<file path="src/rtl/bus_interface_unit.sv">
// Burst bus master: turns a core request into len+1 memory beats with an
// optional not-ready timeout. The FSM walks IDLE -> ACCESS -> DONE.
module bus_interface_unit #(
    parameter int ADDR_W  = 16,
    parameter int DATA_W  = 8,
    parameter int LEN_W   = 2,
    parameter int TIMEOUT = 15
) (
    input  logic              clk,
    input  logic              rst,
    input  logic              req,
    input  logic              we,
    input  logic [ADDR_W-1:0] addr,
    input  logic [LEN_W-1:0]  len,
    input  logic [DATA_W-1:0] wdata,
    input  logic              mem_ready,
    input  logic [DATA_W-1:0] data_read,
    output logic              busy,
    output logic [ADDR_W-1:0] address,
    output logic              read_write,
    output logic [DATA_W-1:0] data_write,
    output logic              beat_valid,
    output logic [DATA_W-1:0] rdata,
    output logic              done,
    output logic              error
);

    localparam int CNT_W = (TIMEOUT > 0) ? $clog2(TIMEOUT + 1) : 1;
    localparam logic [CNT_W-1:0] CNT_MAX   = '1;
    localparam logic [CNT_W-1:0] CNT_LIMIT = CNT_W'(TIMEOUT);

    typedef enum logic [1:0] {
        IDLE   = 2'd0,
        ACCESS = 2'd1,
        DONE   = 2'd2
    } state_t;

    state_t state, state_next;

    logic              burst_we;
    logic [ADDR_W-1:0] burst_base;
    logic [LEN_W-1:0]  burst_len;
    logic [LEN_W-1:0]  beat_idx;
    logic [CNT_W-1:0]  wait_cnt;
    logic [CNT_W-1:0]  wait_cnt_inc;
    logic [ADDR_W-1:0] last_addr;
    logic [ADDR_W-1:0] cur_addr;
    logic              timed_out;
    logic              in_access;
    logic              beat_accept;
    logic              timeout_hit;

    // Saturating increment so the wait counter can never wrap, even with the timeout disabled.
    assign wait_cnt_inc = (wait_cnt == CNT_MAX) ? wait_cnt : wait_cnt + 1'b1;
    assign in_access    = (state == ACCESS);
    assign cur_addr     = burst_base + ADDR_W'(beat_idx);

    always_comb begin
        state_next  = state;
        beat_accept = 1'b0;
        timeout_hit = 1'b0;
        case (state)
            IDLE: begin
                if (req) state_next = ACCESS;
            end
            ACCESS: begin
                if (mem_ready) begin
                    beat_accept = 1'b1;
                    if (beat_idx == burst_len) state_next = DONE;
                end else if ((TIMEOUT != 0) && (wait_cnt_inc == CNT_LIMIT)) begin
                    timeout_hit = 1'b1;
                    state_next  = DONE;
                end
            end
            DONE: begin
                state_next = IDLE;
            end
            default: begin
                state_next = IDLE;
            end
        endcase
    end

    // Outputs: the bus is only driven in ACCESS; the address parks on its last value.
    always_comb begin
        busy       = (state != IDLE);
        done       = (state == DONE);
        error      = (state == DONE) && timed_out;
        address    = in_access ? cur_addr : last_addr;
        read_write = in_access ? ~burst_we : 1'b1;
        data_write = (in_access && burst_we) ? wdata : '0;
    end

    always_ff @(posedge clk or posedge rst) begin
        if (rst) begin
            state      <= IDLE;
            beat_idx   <= '0;
            wait_cnt   <= '0;
            timed_out  <= 1'b0;
            beat_valid <= 1'b0;
            rdata      <= '0;
            last_addr  <= '0;
        end else begin
            state      <= state_next;
            beat_valid <= beat_accept;
            if (in_access) last_addr <= cur_addr;
            if (beat_accept && !burst_we) rdata <= data_read;
            case (state)
                IDLE: begin
                    if (req) begin
                        beat_idx  <= '0;
                        wait_cnt  <= '0;
                        timed_out <= 1'b0;
                    end
                end
                ACCESS: begin
                    if (beat_accept) begin
                        wait_cnt <= '0;
                        if (beat_idx != burst_len) beat_idx <= beat_idx + 1'b1;
                    end else begin
                        wait_cnt  <= wait_cnt_inc;
                        timed_out <= timeout_hit;
                    end
                end
                default: begin
                end
            endcase
        end
    end

    // Burst descriptor is pure data captured with the request; it needs no reset.
    always_ff @(posedge clk) begin
        if (state == IDLE && req) begin
            burst_we   <= we;
            burst_base <= addr;
            burst_len  <= len;
        end
    end

endmodule

</file>
<file path="config.mk">
export PLATFORM = sky130hd
export DESIGN_NAME = bus_interface_unit
export DESIGN_NICKNAME = d
export VERILOG_FILES = /design/src/rtl/bus_interface_unit.sv
export SDC_FILE = /design/constraint.sdc
export NUM_CORES = 1
export LEC_CHECK = 0
export CAP_MARGIN = 30
export CORE_MARGIN = 10
export CORE_UTILIZATION = 40
export DETAILED_ROUTE_END_ITERATION = 8
export DONT_BUFFER_PORTS = 1
export HOLD_SLACK_MARGIN = 0.02
export PLACE_DENSITY_LB_ADDON = 0.1
export SLEW_MARGIN = 15
export SYNTH_ARGS = -nofsm -noshare
export SYNTH_HDL_FRONTEND = slang
export SYNTH_SLANG_ARGS = --single-unit
</file>
<file path="constraint.sdc">
create_clock -name clk -period 1.9 [get_ports clk]
set_input_delay 0.19 -clock clk [delete_from_list [all_inputs] [get_ports clk]]
set_output_delay 0.19 -clock clk [all_outputs]
set_load 0.05 [all_outputs]
</file>
# Word level (Yosys, flattened, before mapping)
# Cells that the tools add are included.
# word_totals
regBits,53
input_bits,39
# op_classes
addsub,3
n_eq_ne,12
muxes,23
n_bitwise,1
reduce_logical,12
# ops
cell,count
16-bit by 2-bit adder with 16-bit output,1
16-bit 2-to-1 mux,1
2-bit 2-to-1 mux,7
4-bit 2-to-1 mux,3
4-bit == test (second input constant),2
8-bit 2-to-1 mux,1
2-bit one-hot mux with 2 select lines,2
4-bit one-hot mux with 2 select lines,1
1-bit 2-to-1 mux,7
3-bit by 2-bit inequality test with 1-bit output (second input constant),2
3-bit AND reduction,2
4-bit by 1-bit adder with 4-bit output (second input constant),1
1-bit logical AND,4
2-bit by 1-bit inequality test with 1-bit output (second input constant),2
2-bit inequality test (second input constant),2
4-bit AND reduction,1
2-bit nonzero test,2
2-bit by 1-bit adder with 2-bit output (second input constant),1
2-bit by 1-bit == test with 1-bit output (second input constant),1
2-bit == test,1
2-bit == test (second input constant),1
2-bit zero test,1
2-bit inequality test,1
1-bit one-hot mux with 2 select lines,1
other kinds (3),3

# Longest topological paths before layout
# Gate-level depths: netlist of the first run.
# logic_depth
word_depth,7
mapped_depth,7
mapped_depth_nobuf,7

# Worst setup path after synthesis of the first run
# No wires, ideal clock.
# synth_timing
path_type,reg-to-reg
start,reg beat_idx[0]
end,reg last_addr[10]
setup_time_ps,248
t_arrival_ps,2678
required_ps,1652
setup_slack_ps,-1027
stages_incl_launch_ff,8
cell_sequence,dfrtp_1 > ha_1 > inv_1 > fa_1 > nand3b_1 > nor3_1 > xnor2_1 > o21ai_0
# synth_between
elab_chain_cells,2
# synth_rtl
element,line_no,rtl
"start, declared",43,logic [LEN_W-1:0] beat_idx;
"start signal, assigned",119,if (beat_idx != burst_len) beat_idx <= beat_idx + 1'b1;
16-bit by 2-bit adder with 16-bit output,56,assign cur_addr = burst_base + ADDR_W'(beat_idx);
16-bit 2-to-1 mux,--,
net address[10],19,"output logic [ADDR_W-1:0] address,"
"end signal, assigned",106,if (in_access) last_addr <= cur_addr;
"end, declared",46,logic [ADDR_W-1:0] last_addr;
# The timed path passes the listed nets, and every way through them passes these cells.
# A chain may end at the register's enable or synchronous reset.

# Worst setup path in the final report of the first run
# layout_timing
start,reg beat_idx[0]
end,out address[6]
# layout_between
elab_chain_cells,2
# layout_rtl
element,line_no
16-bit by 2-bit adder with 16-bit output,56
16-bit 2-to-1 mux,--
"end, declared",19
# Every way passes these cells.

==> impl_results.md, run 1 <==
- FF-to-FF setup slack: -0.12 ns
- Placed Instance Area: slightly above 0.003 mm2
- Nets: about 330
- Worst hold path class: in2reg
- Chip Width: 97.7 um
- 1st-pass router iterations: 4
- Failing checks: negative setup slack
- DR vias/cell: about 5
- Vias in the first global route: 2016
- CTS Buf Count: 5
- Max IR drop VDD: 1.01 mV
- Post-Syn Nets: 258
- Clk buf depth: 2
- Final setup violating endpoints: 18
- Setup CP Type: reg2out
- Clock power frac: 0.092
- EDFF count, synth: 19
- Largest net degree at the start of global routing: 23
- CP Capture Type: output port
- Core area: 0.00589 mm2
- CP arrival: 2.25 ns
- WL per Instance: 17.8 um
- Mapped Avg Cell Area: 11.2 um2
- Share of cells above drive strength 1: 0.377
- WP data required: 1.71 ns
- Num rows: 28
- Met3 usage: 0.0505
- Pwr dens: 1800 mW/mm2
- Clock latency on the worst-skew pair: 0.30 ns
- First-pass GRT wire length: 10.3 mm
- Number of remaining DRC errors: 0
- Antenna violations before repair: 0
- Via count: 1837
- Setup Total Neg Slack: -5.45 ns
- Synth warnings: 0
- Post-place setup slack: -0.292 ns
- Most Crowded Layer GR: met2
- Number of synthesized register bits: 53
- Crit share post-route: 1.28
- Worst slew margin: 0.638
- Fin. Hold Viols: 0
- Final RePlAce weighted congestion: 0.725
- Synth Area in Compound Gates: 0.0854
- Adder-cell share of the synthesized area: 0.0238
- Post-synthesis cell type count: 43
- DRT Wirelength: around 6.4 mm
- Kind of start point of the critical path: register
- Diode count: 0
- Sequential Power Share: 0.331
- Port bufs: 0
- Gr usage total: 0.132
- CTS Root Cell: clkbuf_8
- Initial Util: 0.411
- Slew @ Worst Pin: 0.543 ns
- Design Area, Final: 0.00369 mm2
- Unrepaired setup endpoints after global routing: true
- Die area: 0.00955 mm2
- Max Cap Viol: 0
- # IOs: 76
- Sequential element share of the synthesized area: 0.588
- Met2 usage: 0.252
- CTS tree: done
- Int Pwr: 3.40 mW
- Sw Share: 0.488
- Max frequency: 410 MHz
- Max FO, Critical Path: 2
- Psw: 3.25 mW
- Die H: 97.7 um
- Ys flop type: dfrtp_1
- Final-layout fill cell count: between 400 and 500
- Cell Area, Synth: 0.00242 mm2
- Largest family of logic cells by synthesized area: simple AND/OR/NAND/NOR gates
- Initial DRC Count: 68
- Post-DP HPWL: around 4.7 mm
- Gate power share: 0.577
- Clk slew on worst S/H paths: 0.09 ns
- P_leak: 1.53 nW
- Min Tclk post-route: 2.44 ns
- Synth async-reset ratio: 0.642
- Clock sink count: 53
- Status: complete, but fails checks
- Post-Synth Simple-Gate Area: 0.181
- GRT Residual Overflow: 0
- DRT antenna net count: 0
- Syn Inst Count: between 200 and 250
- Area delta synth->final: 52.9%
- Met1 usage: 0.128
- Synth Area in XOR/XNOR: 0.0544
- Clk_skew: 0.00688 ns
- Slew Viols, Final: 0
- Setup ws final: -0.539 ns
- H-tree Lvls: 2
- Multiplexer share of the synthesized area: 0.0373
[critical path, cell delays in order (launching register included)]
cell and delay, ns:
dfrtp_1 0.36, ha_2 0.19, inv_2 0.04, fa_2 0.33, buf_4 0.15, and3b_2 0.26
nand3_2 0.10, xor2_2 0.18, o21ai_4 0.17, buf_12 0.16
[cell usage after synthesis (3+ instances only)]
master    number  share of area
inv_1         10          0.016
a21oi_1        6          0.012
nor3_1         4         0.0083
edfxtp_1      19           0.24
and3_1         8          0.021
nor2_1         7          0.011
ha_1           3          0.016
nand3_1        9          0.019
xnor2_1       11          0.040
buf_2          4         0.0083
xor2_1         4          0.014
dfrtp_1       34           0.35
nand2_1       34          0.053
nor4_1         4          0.010
mux2_2         8          0.037
o21ai_0       19          0.039
[final cells by class]
type / instances / area [um2] / area share
timing repair buffer: 67 / 752 / 0.204
clock buffer: 7 / 76.3 / 0.0207
sequential: 53 / 1420 / 0.385
multi-input combinational: 146 / 1310 / 0.354
clock inverter: 1 / 5.00 / 0.00135
tap: 75 / 93.8 / 0.0254
inverter: 10 / 37.5 / 0.0102
[placed cells by master, fill, tap and decap left out, types with 8 or more instances in the layout]
master / n
edfxtp_1: 19
buf_12: 12
buf_4: 25
dlygate4sd3_1: 22
dfrtp_1: 34
o21ai_0: 8
inv_1: 9
nand2_1: 34
o21ai_4: 12
and3_1: 8
mux2_2: 8
[logic make-up (layout without fill, tap and decap cells)]
logic type / count (synthesis) / after routing
AOI/OAI and AO/OA: 36 / 36
xor gates and xnor gates: 15 / 15
adders and majority gates: 4 / 4
buffers and inverters: 16 / 85
DFF: 53 / 53
muxes: 8 / 8
and+or+nand+nor: 83 / 83
[power groups by stage]
stage	Sequential, mW	Combinational, mW	Clock, mW
5_1_grt	2.26	4.06	0.688
3_5_place_dp	2.21	3.60	0
6_report	2.20	3.84	0.611
3_3_place_gp	2.18	3.53	0
2_1_floorplan	2.15	2.32	0
4_1_cts	2.20	3.87	0.639
[final timing paths]
path,start,end,cells past startpoint
min in group asynchronous,rst,beat_valid,2
max in group asynchronous,rst,last_addr[13],3
min,mem_ready,state[1],2
min reg2reg,last_addr[6],last_addr[6],2
max reg2reg,beat_idx[0],last_addr[14],9
max,beat_idx[0],address[6],9
[metrics by stage]
stage | hold slack, ns | utilization | power [mW] | cells
final | 0.0348 | 0.628 | 6.65 | 359
after global routing | 0.0204 | 0.628 | 7.01 | 359
after floorplan | 0.289 | - | 4.47 | 215
after global placement | 0.136 | 0.524 | 5.72 | 321
after CTS | 0.0262 | 0.610 | 6.71 | 356
after detailed placement | 0.150 | 0.524 | 5.81 | 321
[flip-flops by register name, summed over array words and instances (netlist names)]
name        flops
burst_we        1
beat_valid      1
burst_len       2
rdata           8
wait_cnt        4
burst_base     16
last_addr      16
beat_idx        2
state           2
timed_out       1
[what timing repair did]
action / CTS / global route
hold buffers: 20 / 2
gates resized for setup: 28 / 14
pin swaps: 21 / 9
setup buffers: 7 / 2
hold endpoints to repair: 31 / 2
setup endpoints to repair: 19 / 24
[per-layer routing]
metal | vias to the layer above | part of all wire
li1 | 884 | -
met1 | 901 | 0.36
met2 | 43 | 0.57
met3 | 9 | 0.062
met4 | 0 | 0.013
met5 | - | 0
Note: power is estimated with default switching activity, not from simulation.
==> inputs of run 2 (changes only) <==
clock period = 2.8 ns   (was 1.9 ns; I/O delays follow)
==> impl_results.md, run 2 (synthesized netlist as in run 1, its figures left out) <==
- Inst Count DP: 303
- Die H: 97.7 um
- Clk buf depth: 2
- Nets: 279
- Design Area, Final: 0.00277 mm2
- First-pass GRT wire length: 8.56 mm
- Core area: 0.00589 mm2
- P_leak: approximately 1.1 nW
- Slew Viols, Final: 0
- Area occupied by multi-input gates: roughly 940 um2
- CTS tree: done
- Vias in the first global route: 1728
- Unrepaired setup endpoints after global routing: false
- Final setup violating endpoints: 0
- Via count: approximately 1.6k
- Number of remaining DRC errors: 0
- Gr usage total: 0.109
- Crit path max-delay family: simple AND/OR/NAND/NOR gates
- Setup CP Type: reg2out
- Status: complete, but fails checks
- Setup ws final: 0.217 ns
- Clk slew on worst S/H paths: 0.10 ns
- Commonest non-fill, non-tap cell in the layout: nand2_1
- Most frequent cells in the layout: nand2_1, dfrtp_1, edfxtp_1, buf_4, o21ai_1
- Max incr delay on CP: 0.40 ns
- Max frequency: 387 MHz
- GRT Residual Overflow: 0
- Kind of start point of the critical path: register
- Die area: around 0.0095 mm2
- CP arrival: 2.30 ns
- Clock latency on the worst-skew pair: 0.30 ns
- Max Cap Viol: 0
- Fin cells: 312
- Worst hold margin: -0.00915 ns
- CP cell instances: ha_1, inv_1, fa_2, nand3b_1, nor4_2, xnor2_1, o21ai_1, buf_6
- # IOs: 76
- Initial Util: 0.411
- Bufs and invs on worst path: 2
- DRT Wirelength: 5.48 mm
- Worst hold path class: in2async
- Share of cells above drive strength 1: 0.198
- Min Tclk post-route: 2.58 ns
- Final Util: 0.471
- DRT antenna net count: 0
- Final RePlAce weighted congestion: ~0.83
- Post-DP HPWL: 4.35 mm
- Crit-path slowest cell: dfrtp_2
- Clock sink count: 53
- CTS Buf Count: 5
- Post-place setup slack: between 0.3 and 0.4 ns
- CTS Root Cell: clkbuf_8
- 1st-pass router iterations: 4
- Num rows: 28
- Slew @ Worst Pin: 0.765 ns
- WP data required: between 2 and 3 ns
- Placed Instance Area: 0.00262 mm2
- Port bufs: 0
- Diode count: 0
- Failing checks: negative hold slack
- DR vias/cell: 5.21
- Register Area: 0.00142 mm2
- Pwr dens: 1370 mW/mm2
- CP Capture Type: output port
- Overall power: 3.79 mW
- Crit share post-route: 0.922
- H-tree Lvls: 2
- Hold_buf cts: 0
- Largest net degree at the start of global routing: 20
- Setup Total Neg Slack: 0 ns
- Biggest regs: burst_base: 16 flops, last_addr: 16 flops, rdata: 8 flops
- Max IR drop VDD: 0.647 mV
- Max FO, Critical Path: 4
- Antenna violations before repair: 0
- Fin. Hold Viols: 14
- Chip Width: 97.7 um
- Final-layout fill cell count: 563
- Initial DRC Count: 48
- Worst slew margin: 0.489
- Area delta synth->final: 14.8%
- Clk_skew: 0.00842 ns
- WL per Instance: 17.6 um
==> run 2: final cells by class <==
| class | count | share of cell area |
|---|---|---|
| clock buffers | 5 | 0.0248 |
| clock inverters | 3 | 0.0171 |
| inverters | 10 | 0.0135 |
| multi-input cells | 146 | 0.340 |
| flip-flops and latches | 53 | 0.513 |
| well taps | 75 | 0.0338 |
| repair buffers | 20 | 0.0582 |
==> run 2: worst register-to-register path, cell delays in order (launching register included) <==
cell	delay (ns)
dfrtp_2	0.40
ha_1	0.18
inv_1	0.06
fa_2	0.36
nand3b_1	0.27
nor3_1	0.26
xnor2_1	0.15
o21ai_1	0.07
buf_4	0.19
==> run 2: power breakdown <==
| group | total [mW] | switching, mW | internal, mW |
|---|---|---|---|
| sequential | 1.49 | 0.400 | 1.09 |
| clock | 0.531 | 0.258 | 0.273 |
| combinational | 1.77 | 1.26 | 0.508 |
==> run 2: worst paths after layout <==
check | cells past startpoint | slack [ns] | start | endpoint
worst min register to register | 2 | 0.50 | last_addr[6] | last_addr[6]
worst max register to register | 8 | 0.73 | beat_idx[0] | last_addr[10]
max in group asynchronous | 2 | 2.10 | rst | wait_cnt[0]
worst min-delay path | 1 | -0.009 | rst | last_addr[12]
worst max-delay path | 8 | 0.22 | beat_idx[0] | address[12]
min in group clk | 0 | 0.06 | addr[11] | burst_base[11]
==> run 2: per-layer routing <==
metal / part of all wire / vias up / global-route usage
li1: - / 793 / -
met1: 0.38 / 769 / 0.104
met2: 0.53 / 53 / 0.200
met3: 0.073 / 12 / 0.0498
met4: 0.018 / 0 / 0.0425
met5: 0 / - / 0
==> run 2: timing repair <==
item | 4_1_cts | 5_1_grt
resized for setup | 2 | 6
setup endpoints to repair | 1 | 5
pin swaps | 0 | 2
buffers inserted | 0 | 1
==> inputs of run 3 (changes only) <==
ABC_AREA = 1   (was not set)
ABC_CLOCK_PERIOD_IN_PS = 2800   (was not set)
BUFFER_PORTS_ARGS = -buffer_cell sky130_fd_sc_hd__buf_2   (was not set)
DONT_BUFFER_PORTS = not set   (was 1)
==> impl_results.md, run 3 <==
- H-tree Lvls: 2
- Most used cell, CP: inv_1
- Fin. Hold Viols: 0
- Pwr dens: 1250 mW/mm2
- Cell taking the most area after synthesis: dfrtp_1
- Number of synthesized register bits: 53
- Area delta synth->final: 25.3%
- WL per Instance: 13.4 um
- Ys flop type: dfrtp_1
- Top post-synthesis cells by count: nand2_1, dfrtp_1, inv_1
- DR vias/cell: ~4.5
- Core area: approximately 0.006 mm2
- Crit share post-route: 0.931
- Commonest non-fill, non-tap cell in the layout: nand2_1
- EDFF count, synth: 19
- Vias in the first global route: 2077
- Fin cells: 424
- Gr usage total: 0.117
- Most frequent cells in the layout: nand2_1, buf_2, inv_1, dfrtp_1, nor2_1
- Final RePlAce weighted congestion: 0.785
- Synth warnings: 0
- Crit-path slowest cell: dfrtp_2
- Final setup violating endpoints: 0
- CP Capture Type: output port
- Inst Count DP: 414
- Die area: 0.00989 mm2
- Final-layout fill cell count: 570
- Cell Area, Synth: 0.00253 mm2
- Nets: between 300 and 400
- Die H: 99.5 um
- Worst hold path class: in2reg
- Clock latency on the worst-skew pair: 0.30 ns
- Slew Viols, Final: 0
- Setup Total Neg Slack: 0 ns
- Slew @ Worst Pin: roughly 0.43 ns
- CP cell instances: ha_1, inv_1, fa_1, inv_1, nand2_2, nor2_4, nand3_1, nand2_1, inv_1, o21ai_0, nand2_1, buf_4
- P_leak: 1.63 nW
- Status: completed
- DRT antenna net count: 0
- Port bufs: 75
- Post-DP HPWL: 4.37 mm
- Post-synthesis cell type count: 29
- Synth top area share: 0.337
- Setup CP Type: reg2out
- CTS Root Cell: clkbuf_8
- GRT Residual Overflow: 0
- Sequential element share of the synthesized area: 0.563
- Clock sink count: 53
- Initial Util: 0.419
- CTS Buf Count: 5
- Most common cell in the netlist: nand2_1
- Clk buf depth: 2
- Biggest regs: burst_base: 16 flops, last_addr: 16 flops, rdata: 8 flops
- Num rows: 28
- Diode count: 0
- WP data required: 2.52 ns
- Worst slew margin: 0.711
- Kind of start point of the critical path: register
- Number of remaining DRC errors: 0
- Largest net degree at the start of global routing: 33
- Via count: around 1.9k
- CP arrival: 2.33 ns
- CTS tree: done
- Initial DRC Count: 44
- Max frequency: 384 MHz
- Share of cells above drive strength 1: 0.301
- Clk_skew: between 0.006 and 0.007 ns
- 1st-pass router iterations: 4
- Max IR drop VDD: 0.722 mV
- Final Util: 0.525
- Max FO, Critical Path: 4
- Unrepaired setup endpoints after global routing: false
- Overall power: 3.96 mW
- DRT Wirelength: 5.69 mm
- Max incr delay on CP: around 0.4 ns
- Max Cap Viol: 0
- Clk slew on worst S/H paths: approximately 0.090 ns
- Synth async-reset ratio: 0.642
- Chip Width: 99.5 um
- First-pass GRT wire length: 9.65 mm
- # IOs: 76
- Min Tclk post-route: 2.61 ns
- Mapped Avg Cell Area: between 9 and 10 um2
- Syn Inst Count: 265
- Top cells by area, synth: dfrtp_1, edfxtp_1, nand2_1, inv_1, mux2_4
- Post-Syn Nets: 308
- Antenna violations before repair: 0
run 3: changes by cell type in the layout (fill, tap and decap cells not counted), moves of 7 or more:
cell / before / now
buf_2: 0 / 72
nand2_1: 34 / 74
inv_1: 10 / 34
nor2_1: 7 / 25
buf_4: 17 / 5
o21ai_1: 13 / 1
and3_1: 8 / 0
mux2_2: 8 / 0
mux2_4: 0 / 8
xnor2_1: 11 / 4
run 3: final timing paths:
kind	startpoint	slack [ns]	end	cells past startpoint
hold reg to reg	last_addr[0]	0.48	last_addr[0]	2
min in group asynchronous	rst	0.37	rdata[2]	3
hold / removal	addr[6]	0.14	burst_base[6]	1
setup / recovery	beat_idx[0]	0.19	address[12]	12
max in group asynchronous	rst	1.81	beat_idx[0]	4
setup reg to reg	beat_idx[0]	0.85	last_addr[12]	11
run 3: cells by family after synthesis:
family / Yosys count / synth area share
AO/OA/AOI/OAI: 23 / 0.0490
adder cells (fa/ha/maj): 4 / 0.0228
flip-flops: 53 / 0.563
AND/OR/NAND/NOR: 132 / 0.233
XOR/XNOR: 8 / 0.0277
buffers and inverters: 37 / 0.0575
multiplexers: 8 / 0.0476
run 3: metrics by stage:
step	hold WS [ns]	instance area, um2	setup slack (ns)
5_1_grt	0.129	3170	0.00879
3_5_place_dp	0.143	2990	0.361
3_3_place_gp	0.139	2990	0.408
6_report	0.143	3170	0.194
4_1_cts	0.131	3140	0.00498
2_1_floorplan	0.379	2530	0.0535
run 3: worst max-delay path, delay by kind of cell (launching register included):
kind            cells  cell delay, ns
compound gates      1            0.16
buf+inv             4            0.38
flops               1            0.41
simple gates        5            0.52
fa+ha+maj           2            0.55
run 3: layer usage:
metal | part of all wire | track usage | vias up
li1 | - | - | 1018
met1 | 0.44 | 0.128 | 853
met2 | 0.48 | 0.206 | 50
met3 | 0.066 | 0.0415 | 8
met4 | 0.015 | 0.0386 | 0
met5 | 0 | 0 | -
run 3: layout make-up:
cell class / instances / area [um2] / share of cell area
flip-flops and latches: 53 / 1420 / 0.449
multi-input cells: 175 / 972 / 0.307
repair buffers: 79 / 415 / 0.131
inverters: 34 / 128 / 0.0403
well taps: 75 / 93.8 / 0.0296
clock buffers: 5 / 68.8 / 0.0217
clock inverters: 3 / 65.1 / 0.0206
run 3: timing repair:
action | 4_1_cts | 5_1_grt
hold endpoints to repair | 2 | 0
endpoints found under the setup margin | 0 | 5
setup buffers | 0 | 1
gates resized for setup | 0 | 9
hold buffers | 1 | 0
run 3: power by group:
part,leakage (nW),internal [mW],total (mW),switching (mW)
combinational,0.961,0.528,2.12,1.59
sequential,0.599,1.09,1.23,0.140
clock,0.0681,0.355,0.601,0.246
total,1.63,1.98,3.96,1.98
